===== src/rtl/nonrd_div_param_if.sv =====
// Word-bus bundle for the non-restoring divider: operand load bus in, result unload bus out.
// The divider connects through the slave modport; a driver or bench uses master.
interface nonrd_div_param_if #(
    parameter int WIDTH = 16
);
    logic [WIDTH-1:0] inbus;
    logic             in_valid;
    logic             in_ready;
    logic             signed_mode;
    logic [WIDTH-1:0] outbus;
    logic             out_valid;
    logic             out_ready;
    logic             busy;
    logic             div_by_zero;
    logic             overflow;

    modport master (
        output inbus, in_valid, signed_mode, out_ready,
        input  in_ready, outbus, out_valid, busy, div_by_zero, overflow
    );

    modport slave (
        input  inbus, in_valid, signed_mode, out_ready,
        output in_ready, outbus, out_valid, busy, div_by_zero, overflow
    );
endinterface


===== src/rtl/nonrd_div_param.sv =====
// Parametrised non-restoring divider, 2*WIDTH / WIDTH -> WIDTH quotient and remainder, one bit per clock.
// Optional two's-complement mode is compiled in when NRD_SIGNED_EN is defined.
module nonrd_div_param #(
    parameter int WIDTH = 16
) (
    input  logic              clk,
    input  logic              rst,
    nonrd_div_param_if.slave  bus
);
    localparam int CW = $clog2(WIDTH);

    localparam logic [3:0] LD_HI   = 4'd0;
    localparam logic [3:0] LD_LO   = 4'd1;
    localparam logic [3:0] LD_M    = 4'd2;
    localparam logic [3:0] CHECK   = 4'd3;
    localparam logic [3:0] ITER    = 4'd4;
    localparam logic [3:0] CORRECT = 4'd5;
    localparam logic [3:0] SIGN    = 4'd6;
    localparam logic [3:0] OUT_Q   = 4'd7;
    localparam logic [3:0] OUT_R   = 4'd8;

    localparam logic [CW-1:0]    CNT_INIT = CW'(WIDTH - 1);
    localparam logic [WIDTH-1:0] Q_SAT    = {WIDTH{1'b1}};

    logic [3:0]       state_reg, state_next;
    logic [WIDTH-1:0] hi_reg, lo_reg, m_reg;
    logic [WIDTH:0]   acc_reg;
    logic [WIDTH-1:0] q_reg;
    logic [CW-1:0]    cnt_reg;
    logic             exc_reg, dbz_reg, ovf_reg;
    logic [WIDTH-1:0] outbus_reg;
    logic             out_valid_reg, busy_reg, div_by_zero_reg, overflow_reg;

    logic             in_ready;
    logic             word_fire;
    logic [2*WIDTH-1:0] dvd_mag;
    logic [WIDTH-1:0] m_mag;
    logic [WIDTH-1:0] hi_mag, lo_mag;
    logic             m_zero, hi_ge;
    logic [WIDTH:0]   shifted, acc_step, acc_fix;
    logic [WIDTH-1:0] q_fin, r_fin;
    logic             sign_ovf;

    assign in_ready  = (state_reg == LD_HI) || (state_reg == LD_LO) || (state_reg == LD_M);
    assign word_fire = bus.in_valid && in_ready;

`ifdef NRD_SIGNED_EN
    logic               sgn_reg;
    logic               dvd_neg, m_neg, q_neg;
    logic [2*WIDTH-1:0] dvd_raw;
    logic [WIDTH-1:0]   q_limit;

    assign dvd_raw = {hi_reg, lo_reg};
    assign dvd_neg = sgn_reg & hi_reg[WIDTH-1];
    assign m_neg   = sgn_reg & m_reg[WIDTH-1];
    assign q_neg   = dvd_neg ^ m_neg;
    assign dvd_mag = dvd_neg ? -dvd_raw : dvd_raw;
    assign m_mag   = m_neg ? -m_reg : m_reg;
    // Largest legal quotient magnitude: 2^(W-1) if negative, 2^(W-1)-1 if positive.
    assign q_limit = q_neg ? {1'b1, {(WIDTH-1){1'b0}}} : {1'b0, {(WIDTH-1){1'b1}}};

    always_comb begin
        q_fin    = q_reg;
        r_fin    = acc_reg[WIDTH-1:0];
        sign_ovf = 1'b0;
        if (sgn_reg && !exc_reg) begin
            sign_ovf = (q_reg > q_limit);
            if (q_neg) begin
                q_fin = -q_reg;
            end
            if (dvd_neg) begin
                r_fin = -acc_reg[WIDTH-1:0];
            end
            if (sign_ovf) begin
                q_fin = Q_SAT;
                r_fin = '0;
            end
        end
    end
`else
    logic signed_mode_unused;

    assign signed_mode_unused = bus.signed_mode;
    assign dvd_mag  = {hi_reg, lo_reg};
    assign m_mag    = m_reg;
    assign q_fin    = q_reg;
    assign r_fin    = acc_reg[WIDTH-1:0];
    assign sign_ovf = 1'b0;
`endif

    assign hi_mag = dvd_mag[2*WIDTH-1:WIDTH];
    assign lo_mag = dvd_mag[WIDTH-1:0];
    assign m_zero = (m_reg == '0);
    assign hi_ge  = (hi_mag >= m_mag);

    // {S,A} is a (W+1)-bit signed partial remainder; wrap-around in the shift is harmless
    // because the add/sub result always lands back in [-M, M).
    assign shifted  = {acc_reg[WIDTH-1:0], q_reg[WIDTH-1]};
    assign acc_step = acc_reg[WIDTH] ? (shifted + {1'b0, m_mag}) : (shifted - {1'b0, m_mag});
    assign acc_fix  = acc_reg + {1'b0, m_mag};

    always_comb begin
        state_next = state_reg;
        case (state_reg)
            LD_HI:   if (word_fire) state_next = LD_LO;
            LD_LO:   if (word_fire) state_next = LD_M;
            LD_M:    if (word_fire) state_next = CHECK;
            // Exceptions borrow the SIGN slot so their results surface two edges after the divisor.
            CHECK:   state_next = (m_zero || hi_ge) ? SIGN : ITER;
            ITER:    if (cnt_reg == '0) state_next = CORRECT;
            CORRECT: state_next = SIGN;
            SIGN:    state_next = OUT_Q;
            OUT_Q:   if (bus.out_ready) state_next = OUT_R;
            OUT_R:   if (bus.out_ready) state_next = LD_HI;
            default: state_next = LD_HI;
        endcase
    end

    always_ff @(posedge clk or posedge rst) begin
        if (rst) begin
            state_reg       <= LD_HI;
            hi_reg          <= '0;
            lo_reg          <= '0;
            m_reg           <= '0;
            acc_reg         <= '0;
            q_reg           <= '0;
            cnt_reg         <= '0;
            exc_reg         <= 1'b0;
            dbz_reg         <= 1'b0;
            ovf_reg         <= 1'b0;
            outbus_reg      <= '0;
            out_valid_reg   <= 1'b0;
            busy_reg        <= 1'b0;
            div_by_zero_reg <= 1'b0;
            overflow_reg    <= 1'b0;
`ifdef NRD_SIGNED_EN
            sgn_reg         <= 1'b0;
`endif
        end else begin
            state_reg <= state_next;
            case (state_reg)
                LD_HI: begin
                    if (word_fire) begin
                        hi_reg   <= bus.inbus;
                        busy_reg <= 1'b1;
`ifdef NRD_SIGNED_EN
                        sgn_reg  <= bus.signed_mode;
`endif
                    end
                end
                LD_LO: begin
                    if (word_fire) lo_reg <= bus.inbus;
                end
                LD_M: begin
                    if (word_fire) m_reg <= bus.inbus;
                end
                CHECK: begin
                    if (m_zero) begin
                        dbz_reg <= 1'b1;
                        exc_reg <= 1'b1;
                        q_reg   <= Q_SAT;
                        acc_reg <= {1'b0, lo_reg};
                    end else if (hi_ge) begin
                        ovf_reg <= 1'b1;
                        exc_reg <= 1'b1;
                        q_reg   <= Q_SAT;
                        acc_reg <= '0;
                    end else begin
                        acc_reg <= {1'b0, hi_mag};
                        q_reg   <= lo_mag;
                        cnt_reg <= CNT_INIT;
                    end
                end
                ITER: begin
                    acc_reg <= acc_step;
                    q_reg   <= {q_reg[WIDTH-2:0], ~acc_step[WIDTH]};
                    cnt_reg <= cnt_reg - 1'b1;
                end
                CORRECT: begin
                    if (acc_reg[WIDTH]) acc_reg <= acc_fix;
                end
                SIGN: begin
                    outbus_reg      <= q_fin;
                    acc_reg         <= {1'b0, r_fin};
                    out_valid_reg   <= 1'b1;
                    div_by_zero_reg <= dbz_reg;
                    overflow_reg    <= ovf_reg | sign_ovf;
                end
                OUT_Q: begin
                    if (bus.out_ready) outbus_reg <= acc_reg[WIDTH-1:0];
                end
                OUT_R: begin
                    if (bus.out_ready) begin
                        outbus_reg      <= '0;
                        out_valid_reg   <= 1'b0;
                        busy_reg        <= 1'b0;
                        div_by_zero_reg <= 1'b0;
                        overflow_reg    <= 1'b0;
                        dbz_reg         <= 1'b0;
                        ovf_reg         <= 1'b0;
                        exc_reg         <= 1'b0;
                    end
                end
                default: ;
            endcase
        end
    end

    assign bus.in_ready    = in_ready;
    assign bus.outbus      = outbus_reg;
    assign bus.out_valid   = out_valid_reg;
    assign bus.busy        = busy_reg;
    assign bus.div_by_zero = div_by_zero_reg;
    assign bus.overflow    = overflow_reg;

endmodule


===== src/flat_wrapper.sv =====
// flat-port wrapper written by rule: the top's interface ports become plain ports
module nonrd_div_param_flat 
#(
    parameter int WIDTH = 16
)
  (clk, rst, bus_inbus, bus_in_valid, bus_signed_mode, bus_out_ready, bus_in_ready, bus_outbus, bus_out_valid, bus_busy, bus_div_by_zero, bus_overflow);
  nonrd_div_param_if #(.WIDTH(WIDTH)) bus_i ();
  input  logic clk;
  input  logic rst;
  input wire logic [$bits(bus_i.inbus)-1:0] bus_inbus;
  input wire logic [$bits(bus_i.in_valid)-1:0] bus_in_valid;
  input wire logic [$bits(bus_i.signed_mode)-1:0] bus_signed_mode;
  input wire logic [$bits(bus_i.out_ready)-1:0] bus_out_ready;
  output wire logic [$bits(bus_i.in_ready)-1:0] bus_in_ready;
  output wire logic [$bits(bus_i.outbus)-1:0] bus_outbus;
  output wire logic [$bits(bus_i.out_valid)-1:0] bus_out_valid;
  output wire logic [$bits(bus_i.busy)-1:0] bus_busy;
  output wire logic [$bits(bus_i.div_by_zero)-1:0] bus_div_by_zero;
  output wire logic [$bits(bus_i.overflow)-1:0] bus_overflow;
  assign bus_i.inbus = bus_inbus;
  assign bus_i.in_valid = bus_in_valid;
  assign bus_i.signed_mode = bus_signed_mode;
  assign bus_i.out_ready = bus_out_ready;
  assign bus_in_ready = bus_i.in_ready;
  assign bus_outbus = bus_i.outbus;
  assign bus_out_valid = bus_i.out_valid;
  assign bus_busy = bus_i.busy;
  assign bus_div_by_zero = bus_i.div_by_zero;
  assign bus_overflow = bus_i.overflow;
  nonrd_div_param #(.WIDTH(WIDTH)) u_core (.clk(clk), .rst(rst), .bus(bus_i));
endmodule

===== config.mk =====
export PLATFORM = sky130hd
export DESIGN_NAME = nonrd_div_param_flat
export DESIGN_NICKNAME = d
export VERILOG_FILES = /design/src/rtl/nonrd_div_param_if.sv /design/src/rtl/nonrd_div_param.sv /design/src/flat_wrapper.sv
export SDC_FILE = /design/constraint.sdc
export NUM_CORES = 1
export LEC_CHECK = 0
export ABC_AREA = 1
export CAP_MARGIN = 20
export CORE_MARGIN = 10
export CORE_UTILIZATION = 61
export DETAILED_ROUTE_END_ITERATION = 8
export PLACE_DENSITY_LB_ADDON = 0.25
export SLEW_MARGIN = 30
export SYNTH_ARGS = -nofsm -noshare
export SYNTH_HDL_FRONTEND = slang
export SYNTH_SLANG_ARGS = --single-unit
export TNS_END_PERCENT = 10

===== constraint.sdc =====
create_clock -name clk -period 4.7 [get_ports clk]
set_input_delay 0.47 -clock clk [delete_from_list [all_inputs] [get_ports clk]]
set_output_delay 0.47 -clock clk [all_outputs]
set_load 0.02 [all_outputs]

==> summary.txt <==
Die
  – Core Area: 12770 um^2
  – Number of primary I/O pins: 42
  – Die ar.: 18160 um^2
  – Chip height: 134.7 um
  – Initial Utilization: 0.6288
  – Rows: 41
  – Die width: 134.7 um

Timing
  – Clk_skew: 14.04 ps
  – Tmin final: 3119 ps
  – Max_slew headroom: 0.3536
  – Max Freq: 320.6 MHz
  – Slew Limit Fails: 0
  – Final worst-path cycle share: 0.6636
  – Final setup TNS: 0 ps
  – RSZ-0062 raised after global routing: no
  – Worst Tran Pin Value: 967.0 ps
  – Endpoints failing hold: 0
  – Final setup viols: 0

Pwr
  – Internal Pwr Total: 0.003443 W
  – Logic pwr share: 0.634
  – Power, Total: 0.007412 W
  – Pleak: 4.805 nW
  – Clock power frac: 0.110
  – VDD IR-drop max: 0.4670 mV
  – Seq pwr share: 0.256
  – Power per Cell Area: 841.8 nW/um^2
  – Switching pwr: 0.003969 W
  – Switching Fraction: 0.5354

CTS
  – Clock sink total: 111
  – CTS tree: yes
  – Clk buf depth: 2
  – # hold bufs at CTS: 0
  – CTS resizes: 0
  – Worst-Skew Late Latency: 370 ps
  – Setup bufs post-CTS: 0
  – Clock transition at the registers of the reported paths: 80 ps
  – CTS Root Cell: clkbuf_16
  – # H-tree levels: 3
  – CTS buffer count: 9

Placement
  – Placed wire-length estimate: 17590 um
  – RePlAce Congestion: 0.9740
  – Buffers on Ports: 40
  – Dpl cells: 1351

Global routing
  – Vias in the first global route: 7110
  – GRT Util Overall: 0.2554
  – Largest net degree at the start of global routing: 52
  – First-pass GRT wire length: 36670 um
  – Total gr overflow: 0
  – Initial antenna violation count: 0

Worst setup path
  – RR Startpoint: u_core.m_mag[1]$_DFFE_PP0P_
  – CP Class: flip-flop to flip-flop
  – Worst Setup Start Kind: flip-flop
  – R2r setup slk: 1580 ps
  – FF-to-FF path depth: 18
  – CP endpoint kind: flip-flop
  – Reg-to-reg endpoint: u_core.acc_reg[14]$_DFFE_PP0P_
  – CP Data Arrival Time: 3380 ps
  – CP required: 4960 ps
  – Crit-path max FO: 5

Layout
  – Filler cells: 1091
  – Layout cells sized above 1: 0.05105
  – Antenna Cells: 0
  – Area grow syn2layout: 9.628%
  – Final #Nets: 1263
  – Max reg flops: 17
  – Post-Layout Cell Count: 1367

Routing
  – DR DRC count: 0
  – Detail Route Antenna Nets: 0
  – Per-cell routed wire length: 16.83 um
  – Via Count: 7795
  – Initial DRC Count: 906
  – Detailed Route WL: 23010 um
  – Number of vias per cell: 5.702
  – Detailed Routing Iterations Pass 1: 5

Yosys
  – Mapped Area: 8031 um^2
  – Seq/Total Area, Yosys: 0.3458
  – Cells after Synth: 1171
  – Syn Nets: 1244
  – Post-synth top area cell: dfrtp_1
  – FFs w/ async S/R, synth: 1.000
  – Largest cells by area after synthesis: dfrtp_1 (35%), nand2_1 (18%), ha_1 (7.8%)
  – Yosys cell types: 41
  – Top-area cell type share of the netlist area: 0.3458
  – Number of synthesized register bits: 111
  – Mean Syn Cell Area: 6.859 um^2
  – Post-synth EDFFs: 0
  – Predominant post-synthesis flop cell: dfrtp_1
  – Commonest cells post-synth: nand2_1 (389), inv_1 (159), dfrtp_1 (111), o21ai_0 (98), nand3_1 (97)
  – Synth warn: 0
  – Count leader, synth: nand2_1

Worst hold path
  – HP Class: flip-flop to flip-flop
  – Hold path depth: 1
  – Hold Path Origin: u_core.bus.outbus[11]$_DFFE_PP0P_
  – WHS Endpoint: u_core.bus.outbus[11]$_DFFE_PP0P_

Status
  – Status: finished, final reports clean

Flow run
  – Max Cap Violations: 0
power by group through the flow:
stage               registers [W]  logic [W]  clock network [W]
global placement          0.00187    0.00447                  0
detailed placement        0.00188    0.00459                  0
global route              0.00194    0.00530           0.000858
CTS                       0.00187    0.00462           0.000820
finish                    0.00190    0.00470           0.000819
floorplan                 0.00178    0.00342                  0
final cells by class:
cell class                 instances  area, um^2  area share
clock buffer                       9       225.2     0.02558
clock inverter                     7       87.58    0.009947
inverter                         171       646.9     0.07347
multi-input combinational        853        4422      0.5022
sequential                       111        2778      0.3155
tap                              172       215.2     0.02444
timing repair buffer              44       430.4     0.04888
logic make-up after synthesis:
group           Yosys count  synth area share
flops                   111            0.3458
fa+ha+maj                52           0.08288
xor+xnor                 17           0.01854
simple gates            598            0.3201
mux                       2          0.003739
compound gates          184            0.1231
buf+inv                 207            0.1058
stage by stage:
step                hold slack, ps  setup WS, ps    util  cell area, um^2
global route                 495.5          1325  0.6893             8805
CTS                          482.2          1649  0.6887             8797
detailed placement           464.7          1660  0.6642             8484
floorplan                    453.0          1299       -             8031
global placement             459.8          1693  0.6634             8474
finish                       479.6          1581  0.6893             8805
critical path, cell delays in order (launching register included):
cell      delay (ps)
dfrtp_1          450
inv_1            130
ha_1             200
nand4_1          190
nor2_2           220
nand2_1           80
nand2_1           70
xor2_1           280
ha_1             350
nand2_1          170
inv_1             60
nand2_1           60
nand2_1           50
a21oi_1          190
nand3b_1         110
nand3_1          140
nand3_1          100
nand3_1          110
nand2_1           50
placed cells by master (no fill, tap or decap), types with 3 or more instances in the layout:
| cell type | Yosys | layout |
|---|---|---|
| a21o_1 | 14 | 14 |
| a21oi_1 | 46 | 46 |
| buf_4 | 4 | 4 |
| clkbuf_16 | 0 | 9 |
| clkdlybuf4s50_1 | 0 | 40 |
| dfrtp_1 | 111 | 111 |
| ha_1 | 50 | 50 |
| inv_1 | 159 | 158 |
| inv_2 | 11 | 11 |
| nand2_1 | 389 | 388 |
| nand3_1 | 97 | 94 |
| nand3_2 | 3 | 6 |
| nand3b_1 | 8 | 8 |
| nand4_1 | 12 | 12 |
| nor2_1 | 45 | 45 |
| nor2_2 | 5 | 5 |
| nor2_4 | 4 | 4 |
| nor3_1 | 23 | 23 |
| o21ai_0 | 98 | 98 |
| o21ai_1 | 11 | 11 |
| o21bai_1 | 5 | 5 |
| o22ai_1 | 3 | 3 |
| or2_2 | 7 | 7 |
| xor2_1 | 15 | 15 |
per-layer routing:
layer / vias up / part of all wire / routed length (um) / GRT usage
met3: 46 / 0.11 / 2451 / 0.06454
met2: 337 / 0.43 / 9822 / 0.3787
met1: 3612 / 0.43 / 9937 / 0.3460
li1: 3800 / - / - / -
met5: - / 0 / 0 / 0
met4: 0 / 0.035 / 794 / 0.1070
worst max path at each step:
stage	startpoint	endpoint	slack [ps]	depth (start not counted)
after detailed placement	u_core.m_mag[1]$_DFFE_PP0P_	u_core.acc_reg[14]$_DFFE_PP0P_	1660	18
after floorplan	rst	u_core.acc_reg[0]$_DFFE_PP0P_	1300	1
after global routing	u_core.m_mag[2]$_DFFE_PP0P_	u_core.q_fin[0]$_DFFE_PP0P_	1320	18
final	u_core.m_mag[1]$_DFFE_PP0P_	u_core.acc_reg[14]$_DFFE_PP0P_	1580	18
after CTS	u_core.m_mag[1]$_DFFE_PP0P_	u_core.acc_reg[14]$_DFFE_PP0P_	1650	18
after global placement	u_core.m_mag[1]$_DFFE_PP0P_	u_core.q_fin[0]$_DFFE_PP0P_	1690	18
(Power assumes the default switching activity.)
